**config.mk**
```make
export PLATFORM = sky130hd
export DESIGN_NAME = spi_receive_scratch
export DESIGN_NICKNAME = d
export VERILOG_FILES = /design/src/rtl/spi_receive_scratch.sv
export SDC_FILE = /design/constraint.sdc
export NUM_CORES = 1
export LEC_CHECK = 0
export BUFFER_PORTS_ARGS = -buffer_cell sky130_fd_sc_hd__buf_2
export CAP_MARGIN = 20
export CORE_MARGIN = 4
export CORE_UTILIZATION = 45
export DETAILED_ROUTE_END_ITERATION = 8
export HOLD_SLACK_MARGIN = 0.03
export PLACE_DENSITY = 0.61
export SLEW_MARGIN = 20
export SYNTH_ARGS = -nofsm -noshare
export SYNTH_HDL_FRONTEND = slang
export SYNTH_SLANG_ARGS = --single-unit
```
**constraint.sdc**
```tcl
create_clock -name i_Clk -period 1.54 [get_ports i_Clk]
set_input_delay 0.154 -clock i_Clk [delete_from_list [all_inputs] [get_ports i_Clk]]
set_output_delay 0.154 -clock i_Clk [all_outputs]
set_load 0.01 [all_outputs]
```
**src/rtl/spi_receive_scratch.sv**
```systemverilog
// rtl/spi_receive_scratch.sv - SPI slave receiver: oversampled SCLK/MOSI/CS, MSB-first word capture
module spi_receive_scratch #(
  parameter int DATASIZE    = 16,
  parameter int SYNC_STAGES = 2
) (
  input  logic                i_Clk,
  input  logic                i_Rst_L,
  input  logic                i_Enable,
  input  logic                i_EdgeShape,
  input  logic                i_SCLK,
  input  logic                i_MOSI,
  input  logic                i_CS,
  output logic [DATASIZE-1:0] o_Data,
  output logic                o_Valid,
  output logic                o_Busy,
  output logic                o_FrameErr
);

  localparam int CW = $clog2(DATASIZE + 1);

  typedef enum logic [1:0] {IDLE, RECEIVE, WAIT_CS} state_t;

  state_t                  state_q, state_d;
  logic [SYNC_STAGES-1:0]  cs_sync_q, sclk_sync_q, mosi_sync_q;
  logic                    sclk_prev_q, sclk_prev_d;
  logic [DATASIZE-1:0]     shreg_q, shreg_d;
  logic [DATASIZE-1:0]     data_q, data_d;
  logic [CW-1:0]           count_q, count_d;
  logic                    done_q, done_d;
  logic                    valid_q, valid_d;
  logic                    ferr_q, ferr_d;
  logic                    cs_s, sclk_s, mosi_s, samp_edge;

  // Synchronisers run regardless of i_Enable so pin state is current when re-enabled.
  always_ff @(posedge i_Clk or negedge i_Rst_L) begin
    if (!i_Rst_L) begin
      cs_sync_q   <= '1;
      sclk_sync_q <= '0;
      mosi_sync_q <= '0;
    end else begin
      cs_sync_q   <= {cs_sync_q[SYNC_STAGES-2:0], i_CS};
      sclk_sync_q <= {sclk_sync_q[SYNC_STAGES-2:0], i_SCLK};
      mosi_sync_q <= {mosi_sync_q[SYNC_STAGES-2:0], i_MOSI};
    end
  end

  assign cs_s      = cs_sync_q[SYNC_STAGES-1];
  assign sclk_s    = sclk_sync_q[SYNC_STAGES-1];
  assign mosi_s    = mosi_sync_q[SYNC_STAGES-1];
  assign samp_edge = i_EdgeShape ? (sclk_s & ~sclk_prev_q) : (~sclk_s & sclk_prev_q);

  always_ff @(posedge i_Clk or negedge i_Rst_L) begin
    if (!i_Rst_L) begin
      state_q     <= IDLE;
      sclk_prev_q <= 1'b0;
      shreg_q     <= '0;
      data_q      <= '0;
      count_q     <= '0;
      done_q      <= 1'b0;
      valid_q     <= 1'b0;
      ferr_q      <= 1'b0;
    end else begin
      state_q     <= state_d;
      sclk_prev_q <= sclk_prev_d;
      shreg_q     <= shreg_d;
      data_q      <= data_d;
      count_q     <= count_d;
      done_q      <= done_d;
      valid_q     <= valid_d;
      ferr_q      <= ferr_d;
    end
  end

  always_comb begin
    state_d     = state_q;
    sclk_prev_d = sclk_s;
    shreg_d     = shreg_q;
    data_d      = data_q;
    count_d     = count_q;
    done_d      = 1'b0;
    valid_d     = 1'b0;
    ferr_d      = 1'b0;

    // The completed word is published one cycle after its last bit is shifted in.
    if (done_q) begin
      data_d  = shreg_q;
      valid_d = 1'b1;
    end

    unique case (state_q)
      IDLE: begin
        count_d = '0;
        if (!cs_s) state_d = RECEIVE;
      end
      RECEIVE: begin
        if (cs_s) begin
          ferr_d  = (count_q != '0);
          count_d = '0;
          state_d = IDLE;
        end else if (samp_edge) begin
          shreg_d = {shreg_q[DATASIZE-2:0], mosi_s};
          count_d = count_q + 1'b1;
          if (count_q == CW'(DATASIZE - 1)) begin
            done_d  = 1'b1;
            state_d = WAIT_CS;
          end
        end
      end
      WAIT_CS: begin
        if (cs_s) state_d = IDLE;
      end
      default: state_d = IDLE;
    endcase

    if (!i_Enable) begin
      state_d     = IDLE;
      sclk_prev_d = 1'b0;
      shreg_d     = '0;
      data_d      = '0;
      count_d     = '0;
      done_d      = 1'b0;
      valid_d     = 1'b0;
      ferr_d      = 1'b0;
    end
  end

  assign o_Data     = data_q;
  assign o_Valid    = valid_q;
  assign o_FrameErr = ferr_q;
  assign o_Busy     = (state_q != IDLE);

endmodule

```
== Word level (Yosys, flattened, before mapping) ==
Index checks and enable logic that the tools add are counted.

* Output and inout port bits: 19
* Bits in registers: 49
* Bits of input ports: 7
* Logic and storage cells: 63

* Add/sub/neg operators: 1
* Bitwise operators: 4
* Equality and inequality tests: 12
* Muxes and demuxes: 29
* Reduce and logical (&&, ||, !) cells: 6

{| class="wikitable"
|+ Operators by type and width
! cell !! number
|-
| $mux W16 || 6
|-
| $mux W5 || 3
|-
| $mux W1 || 12
|-
| $mux W2 || 6
|-
| $pmux W5 S2 || 1
|-
| $ne A4 B4 Y1 const B || 2
|-
| $ne A2 B1 Y1 const B || 3
|-
| $ne A3 B3 Y1 const B || 2
|-
| $pmux W2 S3 || 1
|-
| $add A5 B1 Y5 const B || 1
|-
| $eq A5 B4 Y1 const B || 1
|-
| $reduce_bool A5 Y1 || 1
|-
| $reduce_and A4 Y1 || 1
|-
| $ne A3 B1 Y1 const B || 1
|-
| $reduce_and A3 Y1 || 1
|-
| $and A1 B1 Y1 || 2
|-
| $eq A2 B1 Y1 const B || 1
|-
| $eq A2 B2 Y1 const B || 1
|-
| $logic_not A2 Y1 || 1
|-
| $ne A2 B2 Y1 const B || 1
|-
| $not A1 Y1 || 2
|-
| $reduce_and A2 Y1 || 1
|-
| $reduce_bool A2 Y1 || 1
|}

== Longest topological paths before layout ==
Gate-level depths: netlist of the first run.

* Word-level depth: 7
* Mapped depth: 6
* Depth with buffers taken out: 5

== Worst setup path before layout of the first run ==
No wires, ideal clock.

* Path kind: register to register
* Start point: register sclk_sync_q[1]
* End point: register count_q[3]
* Arrival time: 1.290 ns
* Path buffers: 0
* Data required time: 1.414 ns
* Path slack: 0.124 ns
* Stages on the path, launching flop included: 5
* Period minus slack after synthesis: 1.416 ns
* Setup time: 0.126 ns
* Cells stage by stage: dfrtp_1 > or3b_4 > a21oi_1 > nor2_1 > a311o_1

* Longest elaborated chain between the ends: 5
* Elaborated cells between the ends (all ways): 6
* Classes of those cells: 1 x eq/ne; 1 x mux; 3 x bitwise; 1 x reduce/logical

{| class="wikitable"
|+ RTL lines
! element !! RTL line !! RTL
|-
| from (decl) || 24 || <nowiki>logic [SYNC_STAGES-1:0] cs_sync_q, sclk_sync_q, mosi_sync_q;</nowiki>
|-
| from (signal assigned) || 42 || <nowiki>sclk_sync_q <= {sclk_sync_q[SYNC_STAGES-2:0], i_SCLK};</nowiki>
|-
| $not A1 Y1 || 50 || <nowiki>assign samp_edge = i_EdgeShape ? (sclk_s & ~sclk_prev_q) : (~sclk_s & sclk_prev_q);</nowiki>
|-
| $and A1 B1 Y1 || 50 ||
|-
| $mux W1 * || 50 ||
|-
| $ne A4 B4 Y1 (no line) * || - ||
|-
| $reduce_and A2 Y1 (no line) * || - ||
|-
| to (signal assigned) || 67 || <nowiki>count_q <= count_d;</nowiki>
|-
| to (decl) || 28 || <nowiki>logic [CW-1:0] count_q, count_d;</nowiki>
|}

Every way passes the cells marked *; elsewhere a longest branch is shown, timed or not.
A chain may end at the register's enable or synchronous reset.

== Worst setup path in the final report of the first run ==
* Start point: register state_q[1]
* End point: output o_Busy

* Longest elaborated chain between the ends: 1

{| class="wikitable"
|+ RTL lines
! element !! RTL line !! RTL
|-
| from (decl) || 23 || <nowiki>state_t state_q, state_d;</nowiki>
|-
| from (signal assigned) || 63 || <nowiki>state_q <= state_d;</nowiki>
|-
| $reduce_bool A2 Y1 || 130 || <nowiki>assign o_Busy = (state_q != IDLE);</nowiki>
|-
| to (decl) || 15 || <nowiki>output logic o_Busy,</nowiki>
|}

No other way between the ends.

==> impl_metrics.yaml, run 1 <==
run_status:
  status: "finished, final reports clean"
timing:
  final_period_util: 0.957
  finalSetupViolCount: 0
  setup_tns_ns: 0
  clock_skew_ns: 0.00853
  finalMaxSlewViolations: 0
  max_slew.worst_pin.slew_ns: 0.351
  rsz0062_at_grt: "no"
  final_period_minus_worst_setup_slack_ns: 1.47
  maximum_clock_rate_mhz: 679
  finalHoldViolations: 0
  relSlewSlack: 0.763
route:
  drt_wl_total_mm: 3.64
  via_per_inst: 5.19
  routed-via-count: 1323
  drtPass1Iterations: 4
  initialDrtViolationCount: 105
  detail-route-antenna-nets: 0
  wire_per_inst_um: 14.3
  drc: 0
power_and_ir_drop:
  power.leakage_nw: 1.21
  ir_worst_vdd_mv: 0.678
  pwr_density_cell_mw_per_mm2: 881
  finalPower_mw: 2.12
worst_setup_path:
  cp.buffers_inverters: 2
  data_required_time_at_the_worst_endpoint_ns: 1.39
  timing_worst_setup_path_type: "reg2out"
  worst_ep_arrival_ns: 1.32
  start_kind: "flip-flop"
  crit_path_max_fanout: 6
  timing.critical_path.max_delay_family: "flip-flops"
  slowest_stage: "sky130_fd_sc_hd__dfrtp_1"
  critical_path.endpoint_type: "output pin"
  timing.critical_path.slowest_cell_delay_ns: 0.46
  path_cells: "buf_4 -> or2_2 -> buf_2"
layout:
  fill_cell_total_of_the_finished_layout: 394
  seq_area_mm2: 0.00123
  final_layout_size_suffix_gt1_frac: 0.256
  multi_input_area_um2: 812
  area_delta_synth_final_pct: 14.7
  nets: 212
  n_antenna_cell: 0
yosys:
  gate_count_after_technology_mapping: 168
  postSynthNetCount: 178
  netlist_area_mm2: 0.00210
  most_common_library_cells_after_synthesis: "47 x sky130_fd_sc_hd__dfrtp_1, 32 x sky130_fd_sc_hd__mux2i_1, 22 x sky130_fd_sc_hd__nand2_1"
  synth_most_common_cell: "sky130_fd_sc_hd__dfrtp_1"
  synthFlopType: "sky130_fd_sc_hd__dfrtp_1"
  synth.top_cells.by_area: "sky130_fd_sc_hd__dfrtp_1 56%, sky130_fd_sc_hd__mux2i_1 15%, sky130_fd_sc_hd__nor2b_1 4.8%"
  postSynthAreaPerCell_um2: 12.5
  count_of_flip_flops_with_a_built_in_enable_after_synthesis: 0
  netlist.top_cell.by_area: "sky130_fd_sc_hd__dfrtp_1"
  ys_async_sr_fraction: 1.00
  ys_ff_latch: 49
  synth-warning-count: 0
  yosysSeqAreaShare: 0.584
  yosysTopAreaCellShare: 0.559
  netlist-cell-type-count: 37
global_routing:
  grt_max_degree: 29
  first_global_vias: 1327
  gr-max-usage-layer: "met2"
  grtUsageTotal: 0.138
  globalRouteMet3Util: 0.0426
  grt_pass1_wl_mm: 6.49
  global_route.overflow_total: 0
  number_of_antenna_violations_at_the_first_check_in_global_routing: 0
  grt_use_met2: 0.214
  grtUsageMet1: 0.183
clocking:
  worstSkewPairLatency_ns: 0.29
  clock_tree_from_tritoncts: "built"
  tritoncts_num_sinks: 49
  post_cts_setup_buffer_count: 0
  numCtsBuffers: 5
  worst_setup_hold_path_clk_slew_ns: 0.08
  h-tree-depth: 2
  clock_tree.root_cell: "sky130_fd_sc_hd__clkbuf_8"
  clk_path_buf_depth: 2
placed_design:
  global_placer_s_final_weighted_congestion: 0.760
  port_buffers: 25
  dp.final_hpwl_mm: 2.52
floorplanning:
  floorplan.initialDensity: 0.473
  floorplan.io_pins: 26
  dieArea_mm2: 0.00583
  core_region_area_mm2: 0.00444
  dieWidth_um: 76.4
  num_rows: 24
  dieHeight_um: 76.4
run:
  max_cap_violations: 0
worst_hold_path:
  hold_class: "in2reg"
[worst paths after layout]
kind	start	endpoint	slack (ns)	cells after the start
max	state_q[1]	o_Busy	0.07	3
min in group asynchronous	i_Rst_L	o_Data[4]	0.37	3
min reg2reg	mosi_sync_q[0]	mosi_sync_q[1]	0.35	0
max reg2reg	sclk_sync_q[1]	count_q[3]	0.08	4
max in group asynchronous	i_Rst_L	o_FrameErr	0.87	3
min	i_Enable	state_q[0]	0.19	3
[stage by stage]
step	instances	util	hold WS, ns	area, um2	setup WS (ns)
2_1_floorplan	168	-	-0.142	2100	0.124
3_3_place_gp	243	0.515	0.151	2290	0.0998
3_5_place_dp	243	0.515	0.156	2290	0.0703
4_1_cts	255	0.542	0.181	2410	0.0465
5_1_grt	255	0.543	0.206	2410	0.00601
6_report	255	0.543	0.194	2410	0.0664
[layer usage]
metal  vias up  wire length (um)
met5         -                 0
met4         0                53
met3         6               156
met2        24              1690
met1       651              1740
li1        642                 -
[power breakdown]
part           switching [mW]  internal (mW)  leakage, nW
registers             0.00722           1.30        0.666
logic                  0.0653         0.0410        0.496
clock network           0.393          0.319       0.0422
total                   0.465           1.66         1.21
[registers in the layout, summed over array words and instances (netlist names), 2 cells and up]
signal / flops
mosi_sync_q: 2
shreg_q: 16
state_q: 2
count_q: 5
cs_sync_q: 2
sclk_sync_q: 2
o_Data: 16
[layout by cell type, fill, tap and decap left out, types with 2 or more instances in the layout]
cell type                       instances
sky130_fd_sc_hd__inv_1                  4
sky130_fd_sc_hd__ha_1                   3
sky130_fd_sc_hd__dfrtp_1               47
sky130_fd_sc_hd__buf_2                 25
sky130_fd_sc_hd__dlygate4sd3_1          4
sky130_fd_sc_hd__dfstp_2                2
sky130_fd_sc_hd__buf_4                  6
sky130_fd_sc_hd__a21oi_2                2
sky130_fd_sc_hd__nand3_1                3
sky130_fd_sc_hd__clkbuf_8               5
sky130_fd_sc_hd__nand2b_1               3
sky130_fd_sc_hd__a22o_1                 2
sky130_fd_sc_hd__nand2_1               22
sky130_fd_sc_hd__clkbuf_1               2
sky130_fd_sc_hd__nor2_1                 2
sky130_fd_sc_hd__mux2i_1               32
sky130_fd_sc_hd__nor2b_1               16
[tightest hold or removal path, cell delays in order]
cell and delay, ns:
sky130_fd_sc_hd__buf_2 0.12, sky130_fd_sc_hd__nand2b_1 0.11, sky130_fd_sc_hd__a311oi_1 0.06
[cells by family after synthesis]
kind of cell / Yosys count / share of synthesized area
compound gates: 10 / 0.0375
fa+ha+maj: 3 / 0.0178
buf+inv: 12 / 0.0315
flops: 49 / 0.584
mux: 33 / 0.158
simple gates: 61 / 0.171
[repair_timing]
item / CTS / global route
hold endpoints to repair: 50 / 0
setup endpoints to repair: 0 / 1
gates resized for setup: 0 / 1
hold buffers: 4 / 0
[cell type report]
cell class / count / share of cell area
Multi-Input combinational cell: 107 / 0.337
Tap cell: 52 / 0.0270
Clock inverter: 1 / 0.00207
Timing Repair Buffer: 35 / 0.0871
Inverter: 4 / 0.00622
Clock buffer: 7 / 0.0316
Sequential cell: 49 / 0.509
No activity file was read; power rests on OpenSTA's default activity.
==> run 2: changes to the inputs <==
--- a/config.mk
+++ b/config.mk
@@ -5,13 +5,13 @@
 export SDC_FILE = /design/constraint.sdc
 export NUM_CORES = 1
 export LEC_CHECK = 0
+export ABC_AREA = 1
 export BUFFER_PORTS_ARGS = -buffer_cell sky130_fd_sc_hd__buf_2
 export CAP_MARGIN = 20
 export CORE_MARGIN = 4
 export CORE_UTILIZATION = 45
 export DETAILED_ROUTE_END_ITERATION = 8
 export HOLD_SLACK_MARGIN = 0.03
-export PLACE_DENSITY = 0.61
 export SLEW_MARGIN = 20
 export SYNTH_ARGS = -nofsm -noshare
 export SYNTH_HDL_FRONTEND = slang
==> run 2 against run 1 <==
Compared with the run above:
- via count rose by 11%
- critical path type is now reg2reg
- sequential share of layout area fell by 0.053 points
- sequential power barely moved
- critical endpoint is now count_q[4]
- first-iteration DRC count fell by 13%
- largest power group unchanged
- sequential cell count did not move
- setup slack improved by 0.026 ns
- die area fell by 1.4%
==> impl_metrics.yaml, run 2 <==
clocking:
  h-tree-depth: 2
  worstSkewPairLatency_ns: 0.30
  numCtsBuffers: 5
  tritoncts_num_sinks: 49
  clock_tree.root_cell: "sky130_fd_sc_hd__clkbuf_8"
  clk_path_buf_depth: 2
  worst_setup_hold_path_clk_slew_ns: 0.09
  clock_tree_from_tritoncts: "built"
layout:
  postLayoutCellArea_mm2: 0.00241
  n_antenna_cell: 0
  instances_no_fill: 306
  final_layout_size_suffix_gt1_frac: 0.236
  nets: 263
  leading_cell_types_in_the_layout_fill_and_taps_excluded: "48 x sky130_fd_sc_hd__nand2_1, 47 x sky130_fd_sc_hd__dfrtp_1, 35 x sky130_fd_sc_hd__inv_1"
  area_delta_synth_final_pct: 16.7
  layout.cells.most_common: "sky130_fd_sc_hd__nand2_1"
timing:
  relSlewSlack: 0.703
  setup_tns_ns: 0
  final_period_util: 0.940
  final_period_minus_worst_setup_slack_ns: 1.45
  finalHoldViolations: 0
  maximum_clock_rate_mhz: 691
  final_critical_path_setup_slack_ns: 0.0925
  rsz0062_at_grt: "no"
  max_slew.worst_pin.slew_ns: 0.446
  clock_skew_ns: 0.00572
  finalMaxSlewViolations: 0
  finalSetupViolCount: 0
worst_setup_path:
  data_required_time_at_the_worst_endpoint_ns: 1.77
  worst_ep_arrival_ns: 1.68
  crit_path_max_fanout: 2
  start_kind: "flip-flop"
  timing_worst_setup_path_type: "reg2reg"
  critical_path.endpoint_type: "flip-flop"
yosys:
  synth_most_common_cell: "sky130_fd_sc_hd__nand2_1"
  netlist.top_cell.by_area: "sky130_fd_sc_hd__dfrtp_1"
  postSynthAreaPerCell_um2: 9.67
  count_of_flip_flops_with_a_built_in_enable_after_synthesis: 0
  yosysTopAreaCellShare: 0.568
  synth.top_cells.by_area: "sky130_fd_sc_hd__dfrtp_1 57%, sky130_fd_sc_hd__nand2_1 9.1%, sky130_fd_sc_hd__inv_1 6.3%"
  yosysSeqAreaShare: 0.594
  most_common_library_cells_after_synthesis: "50 x sky130_fd_sc_hd__nand2_1, 47 x sky130_fd_sc_hd__dfrtp_1, 35 x sky130_fd_sc_hd__inv_1"
  postSynthNetCount: 224
  ys_ff_latch: 49
  netlist-cell-type-count: 21
  synthFlopType: "sky130_fd_sc_hd__dfrtp_1"
  ys_async_sr_fraction: 1.00
  gate_count_after_technology_mapping: 214
  netlist_area_mm2: 0.00207
  synth-warning-count: 0
global_routing:
  number_of_antenna_violations_at_the_first_check_in_global_routing: 0
  first_global_vias: 1380
  grtUsageTotal: 0.144
  global_route.overflow_total: 0
  grt_max_degree: 21
  grt_pass1_wl_mm: 6.22
floorplanning:
  dieWidth_um: 75.8
  floorplan.io_pins: 26
  num_rows: 24
  dieHeight_um: 75.8
  floorplan.initialDensity: 0.469
  dieArea_mm2: 0.00575
  core_region_area_mm2: 0.00441
power_and_ir_drop:
  pwr-share-clk: 0.323
  pwr_density_cell_mw_per_mm2: 919
  internal_power_mw: 1.69
  swShare: 0.238
  gate_power_share: 0.080
  power.leakage_nw: 1.34
  power_switching_uw: 529
  ir_worst_vdd_mv: 0.493
  sequentialPowerShare: 0.597
route:
  detail-route-antenna-nets: 0
  drtPass1Iterations: 4
  via_per_inst: 4.80
  drc: 0
  drt_wl_total_mm: 3.62
  routed-via-count: 1469
  initialDrtViolationCount: 91
  wire_per_inst_um: 11.8
placed_design:
  dp.cells: 293
  pre_cts_setup_slack_ns: 0.0736
  detailed_place.area_mm2: 0.00228
  port_buffers: 25
  dp.final_hpwl_mm: 2.61
  global_placer_s_final_weighted_congestion: 0.830
run_status:
  status: "finished, final reports clean"
worst_hold_path:
  hold_class: "in2reg"
run:
  max_cap_violations: 0
run 2: layout make-up:
| cell class | count | area [um2] |
|---|---|---|
| Multi-Input combinational cell | 122 | 663 |
| Inverter | 36 | 135 |
| Clock buffer | 6 | 72.6 |
| Tap cell | 52 | 65.1 |
| Clock inverter | 2 | 10.0 |
| Timing Repair Buffer | 39 | 240 |
| Fill cell | 414 | 2000 |
| Sequential cell | 49 | 1230 |
run 2: power groups by stage:
stage | Combinational, mW | Clock [mW] | Sequential, mW
6_report | 0.178 | 0.717 | 1.33
2_1_floorplan | 0.0968 | 0 | 1.35
3_5_place_dp | 0.167 | 0 | 1.35
3_3_place_gp | 0.166 | 0 | 1.35
5_1_grt | 0.204 | 0.798 | 1.33
4_1_cts | 0.175 | 0.755 | 1.33
run 2: cell families (layout without fill, tap and decap cells):
group | Yosys count | after routing | share of synthesized area
simple gates | 76 | 76 | 0.150
compound gates | 32 | 32 | 0.0798
fa+ha+maj | 3 | 3 | 0.0181
flops | 49 | 49 | 0.594
mux | 11 | 11 | 0.0689
buf+inv | 43 | 83 | 0.0895
run 2: final timing paths:
check / start / to / slack [ns] / cells after the start
setup / recovery: count_q[0] / count_q[4] / 0.09 / 6
setup reg to reg: count_q[0] / count_q[4] / 0.09 / 6
max in group asynchronous: i_Rst_L / cs_sync_q[0] / 0.61 / 3
min in group asynchronous: i_Rst_L / count_q[0] / 0.32 / 2
hold reg to reg: sclk_sync_q[0] / sclk_sync_q[1] / 0.35 / 0
hold / removal: i_Enable / sclk_prev_q / 0.20 / 3
run 2: critical path, cell delays in order (launching register included):
cell and delay [ns]:
sky130_fd_sc_hd__dfrtp_1 0.39, sky130_fd_sc_hd__ha_1 0.21, sky130_fd_sc_hd__nand2_1 0.08, sky130_fd_sc_hd__nor2_1 0.05, sky130_fd_sc_hd__ha_1 0.26, sky130_fd_sc_hd__or2_2 0.29
sky130_fd_sc_hd__o21ai_1 0.12
run 2: per-stage QoR:
| step | hold slack (ns) | power, mW | utilization |
|---|---|---|---|
| 6_report | 0.203 | 2.22 | 0.547 |
| 3_3_place_gp | 0.135 | 1.52 | 0.516 |
| 4_1_cts | 0.192 | 2.26 | 0.544 |
| 3_5_place_dp | 0.128 | 1.52 | 0.516 |
| 5_1_grt | 0.209 | 2.33 | 0.547 |
| 2_1_floorplan | -0.142 | 1.45 | - |
run 2: layer usage:
layer,global-route usage,up-vias,share of wire
li1,-,752,-
met1,0.202,668,0.50
met2,0.212,42,0.42
met3,0.0449,7,0.066
met4,0.0485,0,0.015
met5,0,-,0
run 2: timing repair:
item                                   4_1_cts  5_1_grt
setup endpoints to repair                    0        7
endpoints found under the hold margin       21        0
buffers inserted                             0        1
resized for setup                            0        4
hold buffers                                 4        0
==> run 3: changes to the inputs <==
--- a/config.mk
+++ b/config.mk
@@ -12,6 +12,7 @@
 export CORE_UTILIZATION = 45
 export DETAILED_ROUTE_END_ITERATION = 8
 export HOLD_SLACK_MARGIN = 0.03
+export SETUP_SLACK_MARGIN = 0.1
 export SLEW_MARGIN = 20
 export SYNTH_ARGS = -nofsm -noshare
 export SYNTH_HDL_FRONTEND = slang
==> run 3 against run 2 <==
Compared with the run above:
- combinational power is 5% higher
- critical path type unchanged
- highest routed layer unchanged
- clock power is 1% higher
- first-iteration DRC count is 9.9% lower
- utilization is 1.1 points higher
==> impl_metrics.yaml, run 3 (synthesis gave the netlist of run 2 again) <==
run_status:
  status: "finished, final reports clean"
power_and_ir_drop:
  finalPower_mw: 2.24
  ir_worst_vdd_mv: 0.570
  internal_power_mw: 1.71
  swShare: 0.238
  sequentialPowerShare: 0.593
  pwr_density_cell_mw_per_mm2: 909
  power.leakage_nw: 1.35
  pwr-share-clk: 0.324
  gate_power_share: 0.083
  power_switching_uw: 534
floorplanning:
  dieHeight_um: 75.8
  dieWidth_um: 75.8
  floorplan.io_pins: 26
  dieArea_mm2: 0.00575
  core_region_area_mm2: 0.00441
  num_rows: 24
  floorplan.initialDensity: 0.469
worst_setup_path:
  timing.reg2reg.setup_slack_ns: 0.19
  timing_worst_setup_path_type: "reg2reg"
  reg2regPathDepth: 6
  data_required_time_at_the_worst_endpoint_ns: 1.77
  rr_endpoint: "count_q[4]"
  critPathCapture: "count_q[4]"
  worst_ep_arrival_ns: 1.58
  start_kind: "flip-flop"
  r2r-start: "count_q[1]"
  critical_path.endpoint_type: "flip-flop"
  crit_path_max_fanout: 2
  setup.worst_path.start: "count_q[1]"
placed_design:
  pre_cts_setup_slack_ns: 0.0940
  dp.final_hpwl_mm: 2.59
  global_placer_s_final_weighted_congestion: 0.812
  port_buffers: 25
route:
  via_per_inst: 4.68
  drt_wl_total_mm: 3.55
  wire_per_inst_um: 11.5
  drc: 0
  drtPass1Iterations: 4
  routed-via-count: 1442
  wl_met1_mm: 1.83
  detail-route-antenna-nets: 0
  dr.max_layer_used: "met4"
  detailroute.wirelength.met3_um: 201
  met2_length_mm: 1.45
  initialDrtViolationCount: 82
clocking:
  worst_setup_hold_path_clk_slew_ns: 0.08
  clock_tree_from_tritoncts: "built"
  clk_path_buf_depth: 2
  tritoncts_num_sinks: 49
  worstSkewPairLatency_ns: 0.30
  clock_tree.root_cell: "sky130_fd_sc_hd__clkbuf_8"
  h-tree-depth: 2
  numCtsBuffers: 5
layout:
  fill_cell_total_of_the_finished_layout: 402
  multi_input_area_um2: 684
  seq_area_mm2: 0.00123
  final_layout_size_suffix_gt1_frac: 0.262
  layout.cells.most_common: "sky130_fd_sc_hd__dfrtp_1"
  nets: 265
  n_antenna_cell: 0
  leading_cell_types_in_the_layout_fill_and_taps_excluded: "47 x sky130_fd_sc_hd__dfrtp_1, 46 x sky130_fd_sc_hd__nand2_1, 34 x sky130_fd_sc_hd__inv_1"
  area_delta_synth_final_pct: 19.1
global_routing:
  number_of_antenna_violations_at_the_first_check_in_global_routing: 0
  grt_max_degree: 20
  global_route.overflow_total: 0
  grt_pass1_wl_mm: 5.98
  grtUsageTotal: 0.138
  first_global_vias: 1323
timing:
  final_critical_path_setup_slack_ns: 0.194
  setup_tns_ns: 0
  relSlewSlack: 0.707
  fin_hold_ws_ns: 0.193
  clock_skew_ns: 0.00470
  final_period_minus_worst_setup_slack_ns: 1.35
  finalHoldViolations: 0
  maximum_clock_rate_mhz: 743
  final_period_util: 0.874
  rsz0062_at_grt: "yes"
  finalMaxSlewViolations: 0
  finalSetupViolCount: 0
  max_slew.worst_pin.slew_ns: 0.440
run:
  max_cap_violations: 0
worst_hold_path:
  hold_class: "in2reg"
## run 3: how the worst min path moves through the flow
stage	start	endpoint	slack (ns)	cells past startpoint
3_5_place_dp	i_Rst_L	count_q[0]	0.12	1
4_1_cts	i_Enable	sclk_prev_q	0.18	3
5_1_grt	i_Enable	sclk_prev_q	0.20	3
6_report	i_Enable	sclk_prev_q	0.19	3
3_3_place_gp	i_Rst_L	count_q[0]	0.12	1
2_1_floorplan	i_Rst_L	count_q[0]	-0.14	0
## run 3: through the flow
step / util / instances / area [um2]
6_report: 0.558 / 308 / 2460
3_3_place_gp: 0.521 / 294 / 2300
5_1_grt: 0.558 / 308 / 2460
3_5_place_dp: 0.521 / 294 / 2300
4_1_cts: 0.549 / 306 / 2420
2_1_floorplan: - / 214 / 2070
## run 3: cell type report
class | instances | area share
Inverter | 36 | 0.0548
Clock buffer | 7 | 0.0310
Multi-Input combinational cell | 122 | 0.278
Tap cell | 52 | 0.0264
Clock inverter | 1 | 0.00305
Sequential cell | 49 | 0.498
Timing Repair Buffer | 41 | 0.109
## run 3: what timing repair did
item | in CTS | in global routing
setup buffers | 0 | 2
pin swaps | 0 | 2
endpoints found under the setup margin | 1 | 19
resized for setup | 1 | 10
hold endpoints to repair | 17 | 0
hold buffers | 4 | 0
## run 3: per-layer routing
metal,vias to the layer above,track usage
li1,754,-
met2,34,0.188
met5,-,0
met1,648,0.201
met3,6,0.0449
met4,0,0.0583
## run 3: worst max-delay path: stages (launching register included)
cell	delay [ns]
sky130_fd_sc_hd__dfrtp_1	0.39
sky130_fd_sc_hd__ha_2	0.20
sky130_fd_sc_hd__nand2_2	0.07
sky130_fd_sc_hd__nor2_2	0.03
sky130_fd_sc_hd__ha_1	0.26
sky130_fd_sc_hd__or2_4	0.24
sky130_fd_sc_hd__o21ai_2	0.10
## run 3: power groups by stage
stage / combinational (mW) / sequential (mW) / clock (mW)
after floorplan: 0.0968 / 1.35 / 0
after detailed placement: 0.172 / 1.35 / 0
final: 0.187 / 1.33 / 0.726
after global routing: 0.214 / 1.33 / 0.815
after CTS: 0.181 / 1.32 / 0.759
after global placement: 0.170 / 1.35 / 0
